--- src/rtl/cache_control.sv ---
// Sequencing FSM for a 4-way set-associative write-back cache: drives datapath strobes and
// memory-side handshakes, and keeps saturating hit/miss/writeback counters.
//
// state     | meaning
// ----------+--------------------------------------------------------------
// IDLE      | waiting for a CPU request; tag/data arrays being read
// COMPARE   | tag compare result valid; hit completes, miss picks a path
// WRITEBACK | dirty PLRU victim being written to memory
// ALLOCATE  | line being fetched from memory into the PLRU victim way
// REFILL    | one-cycle settle so the refilled line is readable, then COMPARE
module cache_control #(
  parameter int CNT_W = 32
) (
  input  logic             clk,
  input  logic             rst,
  input  logic             mem_read,
  input  logic             mem_write,
  output logic             mem_resp,
  output logic             pmem_read,
  output logic             pmem_write,
  input  logic             pmem_resp,
  input  logic             is_hit,
  input  logic             is_dirty,
  output logic             is_allocate,
  output logic             use_replace,
  output logic             load_data,
  output logic             load_tag,
  output logic             load_valid,
  output logic             load_dirty,
  output logic             load_plru,
  output logic             valid_in,
  output logic             dirty_in,
  output logic [CNT_W-1:0] hit_cnt,
  output logic [CNT_W-1:0] miss_cnt,
  output logic [CNT_W-1:0] wb_cnt
);

  typedef enum logic [2:0] {IDLE, COMPARE, WRITEBACK, ALLOCATE, REFILL} state_t;

  state_t state;
  state_t state_next;
  logic   first_cmp;
  logic   req;
  logic   hit_inc;
  logic   miss_inc;
  logic   wb_inc;

  assign req = mem_read | mem_write;

  // Outputs are gated by rst so an abort never produces an array write.
  always_comb begin
    state_next  = state;
    mem_resp    = 1'b0;
    pmem_read   = 1'b0;
    pmem_write  = 1'b0;
    is_allocate = 1'b0;
    use_replace = 1'b0;
    load_data   = 1'b0;
    load_tag    = 1'b0;
    load_valid  = 1'b0;
    load_dirty  = 1'b0;
    load_plru   = 1'b0;
    valid_in    = 1'b0;
    dirty_in    = 1'b0;
    hit_inc     = 1'b0;
    miss_inc    = 1'b0;
    wb_inc      = 1'b0;
    if (!rst) begin
      case (state)
        IDLE: begin
          if (req) state_next = COMPARE;
        end
        COMPARE: begin
          if (is_hit) begin
            mem_resp  = 1'b1;
            load_plru = 1'b1;
            if (mem_write) begin
              load_data  = 1'b1;
              load_dirty = 1'b1;
              dirty_in   = 1'b1;
            end
            hit_inc    = first_cmp;
            state_next = IDLE;
          end else begin
            miss_inc   = first_cmp;
            state_next = is_dirty ? WRITEBACK : ALLOCATE;
          end
        end
        WRITEBACK: begin
          pmem_write  = 1'b1;
          use_replace = 1'b1;
          if (pmem_resp) begin
            load_dirty = 1'b1;
            wb_inc     = 1'b1;
            state_next = ALLOCATE;
          end
        end
        ALLOCATE: begin
          pmem_read   = 1'b1;
          use_replace = 1'b1;
          is_allocate = 1'b1;
          if (pmem_resp) begin
            load_data  = 1'b1;
            load_tag   = 1'b1;
            load_valid = 1'b1;
            valid_in   = 1'b1;
            load_dirty = 1'b1;
            state_next = REFILL;
          end
        end
        REFILL: state_next = COMPARE;
        default: state_next = IDLE;
      endcase
    end
  end

  always_ff @(posedge clk) begin
    if (rst) begin
      state     <= IDLE;
      first_cmp <= 1'b0;
      hit_cnt   <= '0;
      miss_cnt  <= '0;
      wb_cnt    <= '0;
    end else begin
      state <= state_next;
      // Only the first COMPARE of a request is counted; the post-refill one is not.
      if (state == IDLE && req) first_cmp <= 1'b1;
      else if (state == COMPARE) first_cmp <= 1'b0;
      if (hit_inc && hit_cnt != '1) hit_cnt <= hit_cnt + 1'b1;
      if (miss_inc && miss_cnt != '1) miss_cnt <= miss_cnt + 1'b1;
      if (wb_inc && wb_cnt != '1) wb_cnt <= wb_cnt + 1'b1;
    end
  end

endmodule
--- config.mk ---
export PLATFORM = sky130hd
export DESIGN_NAME = cache_control
export DESIGN_NICKNAME = d
export VERILOG_FILES = /design/src/rtl/cache_control.sv
export SDC_FILE = /design/constraint.sdc
export NUM_CORES = 1
export LEC_CHECK = 0
export ABC_CLOCK_PERIOD_IN_PS = 2960
export CAP_MARGIN = 20
export CORE_AREA = 4 4 104 106
export DETAILED_ROUTE_END_ITERATION = 10
export DIE_AREA = 0 0 108 110
export HOLD_SLACK_MARGIN = 0.06
export PLACE_DENSITY_LB_ADDON = 0.08
export SYNTH_ARGS = -nofsm -noshare
export SYNTH_HDL_FRONTEND = slang
export SYNTH_SLANG_ARGS = --single-unit
--- constraint.sdc ---
create_clock -name clk -period 2.96 [get_ports clk]
set_input_delay 0.444 -clock clk [delete_from_list [all_inputs] [get_ports clk]]
set_output_delay 0.444 -clock clk [all_outputs]
set_load 0.03 [all_outputs]
==> results by group, run 1 <==
Outcome
  • Status: finished clean

Finish
  • Final core utilization: about 69%
  • FF/Latch Area: 2000 um^2
  • Final Net Count: 745
  • Filler cells: 849
  • Share of cells above drive strength 1: 7.84%
  • Area Growth Syn to Fin: 26.4%
  • Area of the multi-input gates: 3120 um^2
  • Ant. Diodes: 0

Floorplanning
  • Initial Utilization: 54.5%
  • FP Rows: 36
  • IO Count: between 100 and 150
  • Die Y: 110 um
  • Core area: around 9800 um^2
  • Die width: 108 um
  • Die area: 11,900 um^2

Clocking
  • Root Driver: clkbuf_8
  • Total CTS buffers: 9
  • CTS H-tree lvls: 3
  • Clk_lat worst skew: ~360 ps
  • Clock sinks: 100
  • Maximum clock insertion buffer count: 2
  • Hold-fix buffers at CTS: 0
  • Post_cts resized: 0
  • Reg clk slew, reported paths: 100 ps
  • Post-CTS setup buffer count: 0
  • CTS tree: done

Global routing
  • Largest net degree at the start of global routing: 64
  • GRT Total Usage: 24.0%
  • First-pass GRT wire length: approximately 24,000 um
  • Antenna violations before repair: 0
  • Vias in the first global route: 5,037
  • Gr ovfl total: 0

Worst setup path
  • Required @ worst endpoint: 2520 ps
  • Critical Path End Type: primary output
  • Arrival time at the worst endpoint: 2270 ps
  • Critical Path Fanout Max: 10
  • Critical path class: register to primary output
  • Startpoint type of the worst setup path: register

Synthesis
  • Synthesized instance count: 635
  • Fraction of registers with async set/reset: 0%
  • Commonest cells in the netlist: 100 x dfxtp_1, 67 x a21oi_1, 44 x nand2_1
  • Synth area leaders: dfxtp_1 38%, a21oi_1 6.3%, or3_1 4.8%
  • Register area share after synthesis: 37.6%
  • Synthesized Nets: around 650
  • Seq cells post-synth: 100
  • Post-synth top area share: a little under two fifths
  • Largest area contributor in the netlist: dfxtp_1
  • Post-synthesis cell area: roughly 5300 um^2
  • Post-synth EDFFs: 0
  • Synth warn: 0
  • Mapped Avg Cell Area: 8.39 um^2
  • Synth unique cells: 63
  • Synth Flop Type: dfxtp_1
  • Most frequent cell after synthesis: dfxtp_1

Timing
  • RSZ-0062 raised after global routing: no
  • Layout Skew: approximately 11 ps
  • # setup viols final: 0
  • Fin crit period: 2720 ps
  • Setup_tns: 0 ps
  • Final Slew Violations: 0
  • Max Freq: 368 MHz
  • Worst relative slew slack: 55.7%
  • Fin crit share: 91.8%
  • Hold Fails Final Rpt: 0
  • Slew @ Worst Pin: between 600 and 700 ps

Route
  • Post-DR wirelength/cell: 16.3 um
  • Total iterations of the first detailed-routing run: 5
  • Routed Antenna Nets: 0
  • Routed length on met3: 792 um
  • Final WL: 14,300 um
  • Met2 wire len: between 7000 and 8000 um
  • M1 WL: between 6000 and 7000 um
  • Via Count: 5,403
  • DRC: 0
  • Via density: just over 6
  • DRT iter0 DRCs: 282
  • Top Layer Used: met4

Pwr
  • PwrDens: 352 nW/um^2
  • Worst VDD drop: between 0.0002 and 0.0003 V
  • Final Power: 2.37 mW
  • Leak: 2.08 nW

Place
  • PortBufs: ~110
  • Final HPWL DP: 10,200 um
  • Placer Congestion: 0.825

Hold path
  • Min-Delay Path Class: register to register

Job
  • Max Cap Viol: 0
## power by group
group | total (mW) | switching (mW) | internal (mW) | leakage [nW]
combinational | 0.118 | 0.0768 | 0.0407 | 1.18
sequential | 1.37 | 0.0159 | 1.35 | 0.806
clock | 0.883 | 0.491 | 0.392 | 0.0927
## worst paths after layout
kind	startpoint	to	slack (ps)	depth (start not counted)
worst min register to register	miss_cnt[13]	miss_cnt[13]	510	2
worst min-delay path	miss_cnt[13]	miss_cnt[13]	510	2
worst max-delay path	state[2]	valid_in	240	4
worst max register to register	wb_cnt[0]	wb_cnt[23]	360	6
## critical path, stage by stage (launching register included)
cell and delay [ps]:
dfxtp_1 420, nor2_4 270, and3_1 300, and2_1 230, clkdlybuf4s50_1 700
## routing by layer
layer	vias to the layer above	track usage, %
met2	167	42.9
li1	2639	-
met1	2582	30.6
met4	0	4.96
met3	15	4.25
met5	-	0
## cells by family (layout without fill, tap and decap cells)
| logic type | Yosys count | count (layout) | synth area share (%) |
|---|---|---|---|
| AO/OA/AOI/OAI | 165 | 165 | 19.0 |
| buffers and inverters | 45 | 150 | 3.76 |
| AND/OR/NAND/NOR | 298 | 298 | 34.4 |
| flip-flops | 100 | 100 | 37.6 |
| adder cells (fa/ha/maj) | 3 | 3 | 0.705 |
| multiplexers | 15 | 15 | 3.10 |
| XOR/XNOR | 9 | 9 | 1.48 |
## cell usage in the layout, fill, tap and decap left out, types with 21 or more instances in the layout
| cell type | n |
|---|---|
| nand3_1 | 29 |
| clkdlybuf4s50_1 | 113 |
| o21ai_0 | 41 |
| or3_1 | 41 |
| dfxtp_1 | 100 |
| a21oi_1 | 67 |
| nor2_1 | 36 |
| nand2_1 | 44 |
| nand4_1 | 28 |
| or4_1 | 24 |
| o31ai_1 | 21 |
## final cells by class
type	count	area share, %
clock buffers	10	1.90
clock inverters	6	0.948
inverters	11	0.613
multi-input cells	490	46.4
flip-flops and latches	100	29.7
well taps	133	2.47
repair buffers	123	17.9
## per-stage QoR
stage / cells / setup WS (ps) / hold WS (ps) / cell area [um^2]
2_1_floorplan: 635 / 675 / 566 / 5330
3_3_place_gp: 857 / 333 / 470 / 6540
3_5_place_dp: 857 / 252 / 495 / 6540
4_1_cts: 873 / 235 / 509 / 6730
5_1_grt: 873 / 138 / 519 / 6730
6_report: 873 / 242 / 510 / 6730
## flip-flops by register name (all words and copies together), names as in the netlist
signal / count
hit_cnt: 32
miss_cnt: 32
wb_cnt: 32
state: 3
first_cmp: 1
Note: power is estimated with default switching activity, not from simulation.
==> run 2, diff against run 1 <==
--- a/config.mk
+++ b/config.mk
@@ -8,10 +8,12 @@
 export ABC_CLOCK_PERIOD_IN_PS = 2960
 export CAP_MARGIN = 20
 export CORE_AREA = 4 4 104 106
+export CTS_BUF_LIST = sky130_fd_sc_hd__clkbuf_16
 export DETAILED_ROUTE_END_ITERATION = 10
 export DIE_AREA = 0 0 108 110
 export HOLD_SLACK_MARGIN = 0.06
 export PLACE_DENSITY_LB_ADDON = 0.08
+export SKIP_CTS_REPAIR_TIMING = 1
 export SYNTH_ARGS = -nofsm -noshare
 export SYNTH_HDL_FRONTEND = slang
 export SYNTH_SLANG_ARGS = --single-unit
==> run 2 against run 1 <==
  * Worst setup slack better by 24 ps
  * Via count is 0.11% higher
  * Die area stayed put
  * First-iteration DRC count is 12% higher
  * Largest power group unchanged
==> results by group, run 2 (same netlist as run 1, synthesis figures left out) <==
Outcome
  • Status: finished clean

Floorplanning
  • FP Rows: 36 (unchanged)
  • Die area: 11,900 um^2 (unchanged)
  • Die width: 108 um (unchanged)
  • IO Count: 115 (unchanged)
  • Initial Utilization: 54.5% (unchanged)
  • Die Y: 110 um (unchanged)
  • Core area: 9770 um^2 (unchanged)

Job
  • Max Cap Viol: 0 (unchanged)

Global routing
  • Antenna violations before repair: 0 (unchanged)
  • First-pass GRT wire length: 23,900 um (+0.76%)
  • Vias in the first global route: 5,122 (+1.7%)
  • GRT Total Usage: 24.3% (+0.22 points)
  • Gr ovfl total: 0 (unchanged)
  • Largest net degree at the start of global routing: 64 (unchanged)

Route
  • Via Count: 5,409 (+0.11%)
  • DRT iter0 DRCs: 317 (+12%)
  • Routed Antenna Nets: 0 (unchanged)
  • DRC: 0 (unchanged)
  • Total iterations of the first detailed-routing run: 4 (-1)
  • Post-DR wirelength/cell: 16.5 um (+0.98%)
  • Final WL: 14,400 um (+0.98%)
  • Via density: 6.20 (+0.11%)

Finish
  • Final Net Count: 745 (unchanged)
  • Final core utilization: 69.9% (+1.0 points)
  • Commonest non-fill, non-tap cell in the layout: clkdlybuf4s50_1
  • Largest registers: hit_cnt x32, miss_cnt x32, wb_cnt x32
  • Filler cells: 832 (-2.0%)
  • Share of cells above drive strength 1: 7.84% (unchanged)
  • Most frequent cells in the layout: 113 x clkdlybuf4s50_1, 100 x dfxtp_1, 67 x a21oi_1
  • Area Growth Syn to Fin: 28.3%
  • Area of the multi-input gates: 3120 um^2 (unchanged)
  • FF/Latch Area: 2000 um^2 (unchanged)
  • Ant. Diodes: 0 (unchanged)

Timing
  • Slew @ Worst Pin: 667 ps (+2.45 ps)
  • Max Freq: 371 MHz (+0.88%)
  • Final Slew Violations: 0 (unchanged)
  • Layout Skew: 7.50 ps (-3.21 ps)
  • Fin crit period: 2690 ps (-23.8 ps)
  • RSZ-0062 raised after global routing: no
  • Hold Fails Final Rpt: 0 (unchanged)
  • # setup viols final: 0 (unchanged)
  • Fin crit share: 91.0% (-0.80 points)
  • Setup WS post-layout: 266 ps (+23.8 ps)
  • Hold slack: 506 ps (-4.15 ps)
  • Worst relative slew slack: 55.5% (-0.16 points)
  • Setup_tns: 0 ps (unchanged)

Worst setup path
  • Critical Path Fanout Max: 10 (unchanged)
  • Critical Path End Type: primary output
  • Startpoint type of the worst setup path: register
  • Required @ worst endpoint: 2520 ps (about the same)
  • FF-to-FF Start: wb_cnt[0]
  • Reg2Reg Depth: 6 (unchanged)
  • R2R Setup Slk: 370 ps (about the same)
  • Critical path class: register to primary output
  • Arrival time at the worst endpoint: 2250 ps (-20 ps)
  • Reg2Reg Capture Point: wb_cnt[23]

Hold path
  • Min-delay src: miss_cnt[23]
  • Min-Delay Path Class: register to register
  • Hold Crit Endpoint: miss_cnt[23]
  • WHS Path Cells: 2 (unchanged)

Pwr
  • Worst VDD drop: 0.000295 V (+14%)
  • Clock power share: 44.3% (+7.0 points)
  • NetSw: 619 uW (+6.0%)
  • PwrDens: 390 nW/um^2 (+11%)
  • Sw frac: 23.2% (-1.4 points)
  • Cell internal pwr: 2.04 mW (+15%)
  • Flop pwr share: 51.3% (-6.4 points)
  • Leak: 2.13 nW (+2.4%)
  • Combinational Power Share: 4.4% (-0.6 points)

Clocking
  • Clk_lat worst skew: 340 ps (-20 ps)
  • CTS tree: done
  • Maximum clock insertion buffer count: 2 (unchanged)
  • Root Driver: clkbuf_16
  • CTS H-tree lvls: 3 (unchanged)
  • Total CTS buffers: 9 (unchanged)
  • Clock sinks: 100 (unchanged)
  • Reg clk slew, reported paths: 70 ps (-30 ps)

Place
  • Placer Congestion: 0.825 (unchanged)
  • PortBufs: 114 (unchanged)
  • Pre-CTS setup slack: 252 ps (unchanged)
  • Final HPWL DP: 10,200 um (unchanged)
==> run 2: power groups by stage <==
stage               Combinational [mW]  Clock [mW]  Sequential [mW]
detailed placement               0.117           0             1.40
CTS                              0.117        1.19             1.37
global placement                 0.113           0             1.40
global route                     0.126        1.25             1.37
floorplan                       0.0815           0             1.39
finish                           0.118        1.18             1.37
==> run 2: area by class of cell <==
cell class,instances,area share (%)
timing repair buffer,123,17.7
tap,133,2.44
clock inverter,7,0.989
sequential,100,29.3
multi-input combinational,490,45.7
inverter,11,0.604
clock buffer,9,3.30
==> run 2: how the worst max path moves through the flow <==
stage / from / endpoint / slack, ps / depth (start not counted)
after global routing: state[0] / miss_cnt[25] / 150 / 5
after floorplan: hit_cnt[0] / hit_cnt[22] / 670 / 6
final: state[2] / valid_in / 270 / 4
after detailed placement: is_hit / miss_cnt[25] / 250 / 5
after CTS: state[2] / valid_in / 270 / 4
after global placement: is_hit / miss_cnt[25] / 330 / 5
==> run 2: metal layers <==
layer | global-route usage [%] | vias up | wire, um
met5 | 0 | - | 0
met4 | 7.84 | 0 | 213
met3 | 3.79 | 19 | 862
met2 | 42.7 | 184 | 7180
met1 | 30.6 | 2574 | 6140
li1 | - | 2632 | -
==> run 2: worst max-delay path, stage by stage, from the launching register on <==
cell and delay [ps]:
dfxtp_1 430, nor2_4 280, and3_1 290, and2_1 220, clkdlybuf4s50_1 700
==> run 2: stage by stage <==
stage,total power [mW],std cells,area (um^2)
after floorplan,1.47,635,5330
after global placement,1.51,857,6540
after detailed placement,1.51,857,6540
after CTS,2.67,873,6830
after global routing,2.74,873,6830
final,2.66,873,6830
==> run 3, diff against run 2 <==
--- a/config.mk
+++ b/config.mk
@@ -5,7 +5,6 @@
 export SDC_FILE = /design/constraint.sdc
 export NUM_CORES = 1
 export LEC_CHECK = 0
-export ABC_CLOCK_PERIOD_IN_PS = 2960
 export CAP_MARGIN = 20
 export CORE_AREA = 4 4 104 106
 export CTS_BUF_LIST = sky130_fd_sc_hd__clkbuf_16
==> results of run 3 <==
The final DEF is identical to that of run 2; final timing and power are the same.
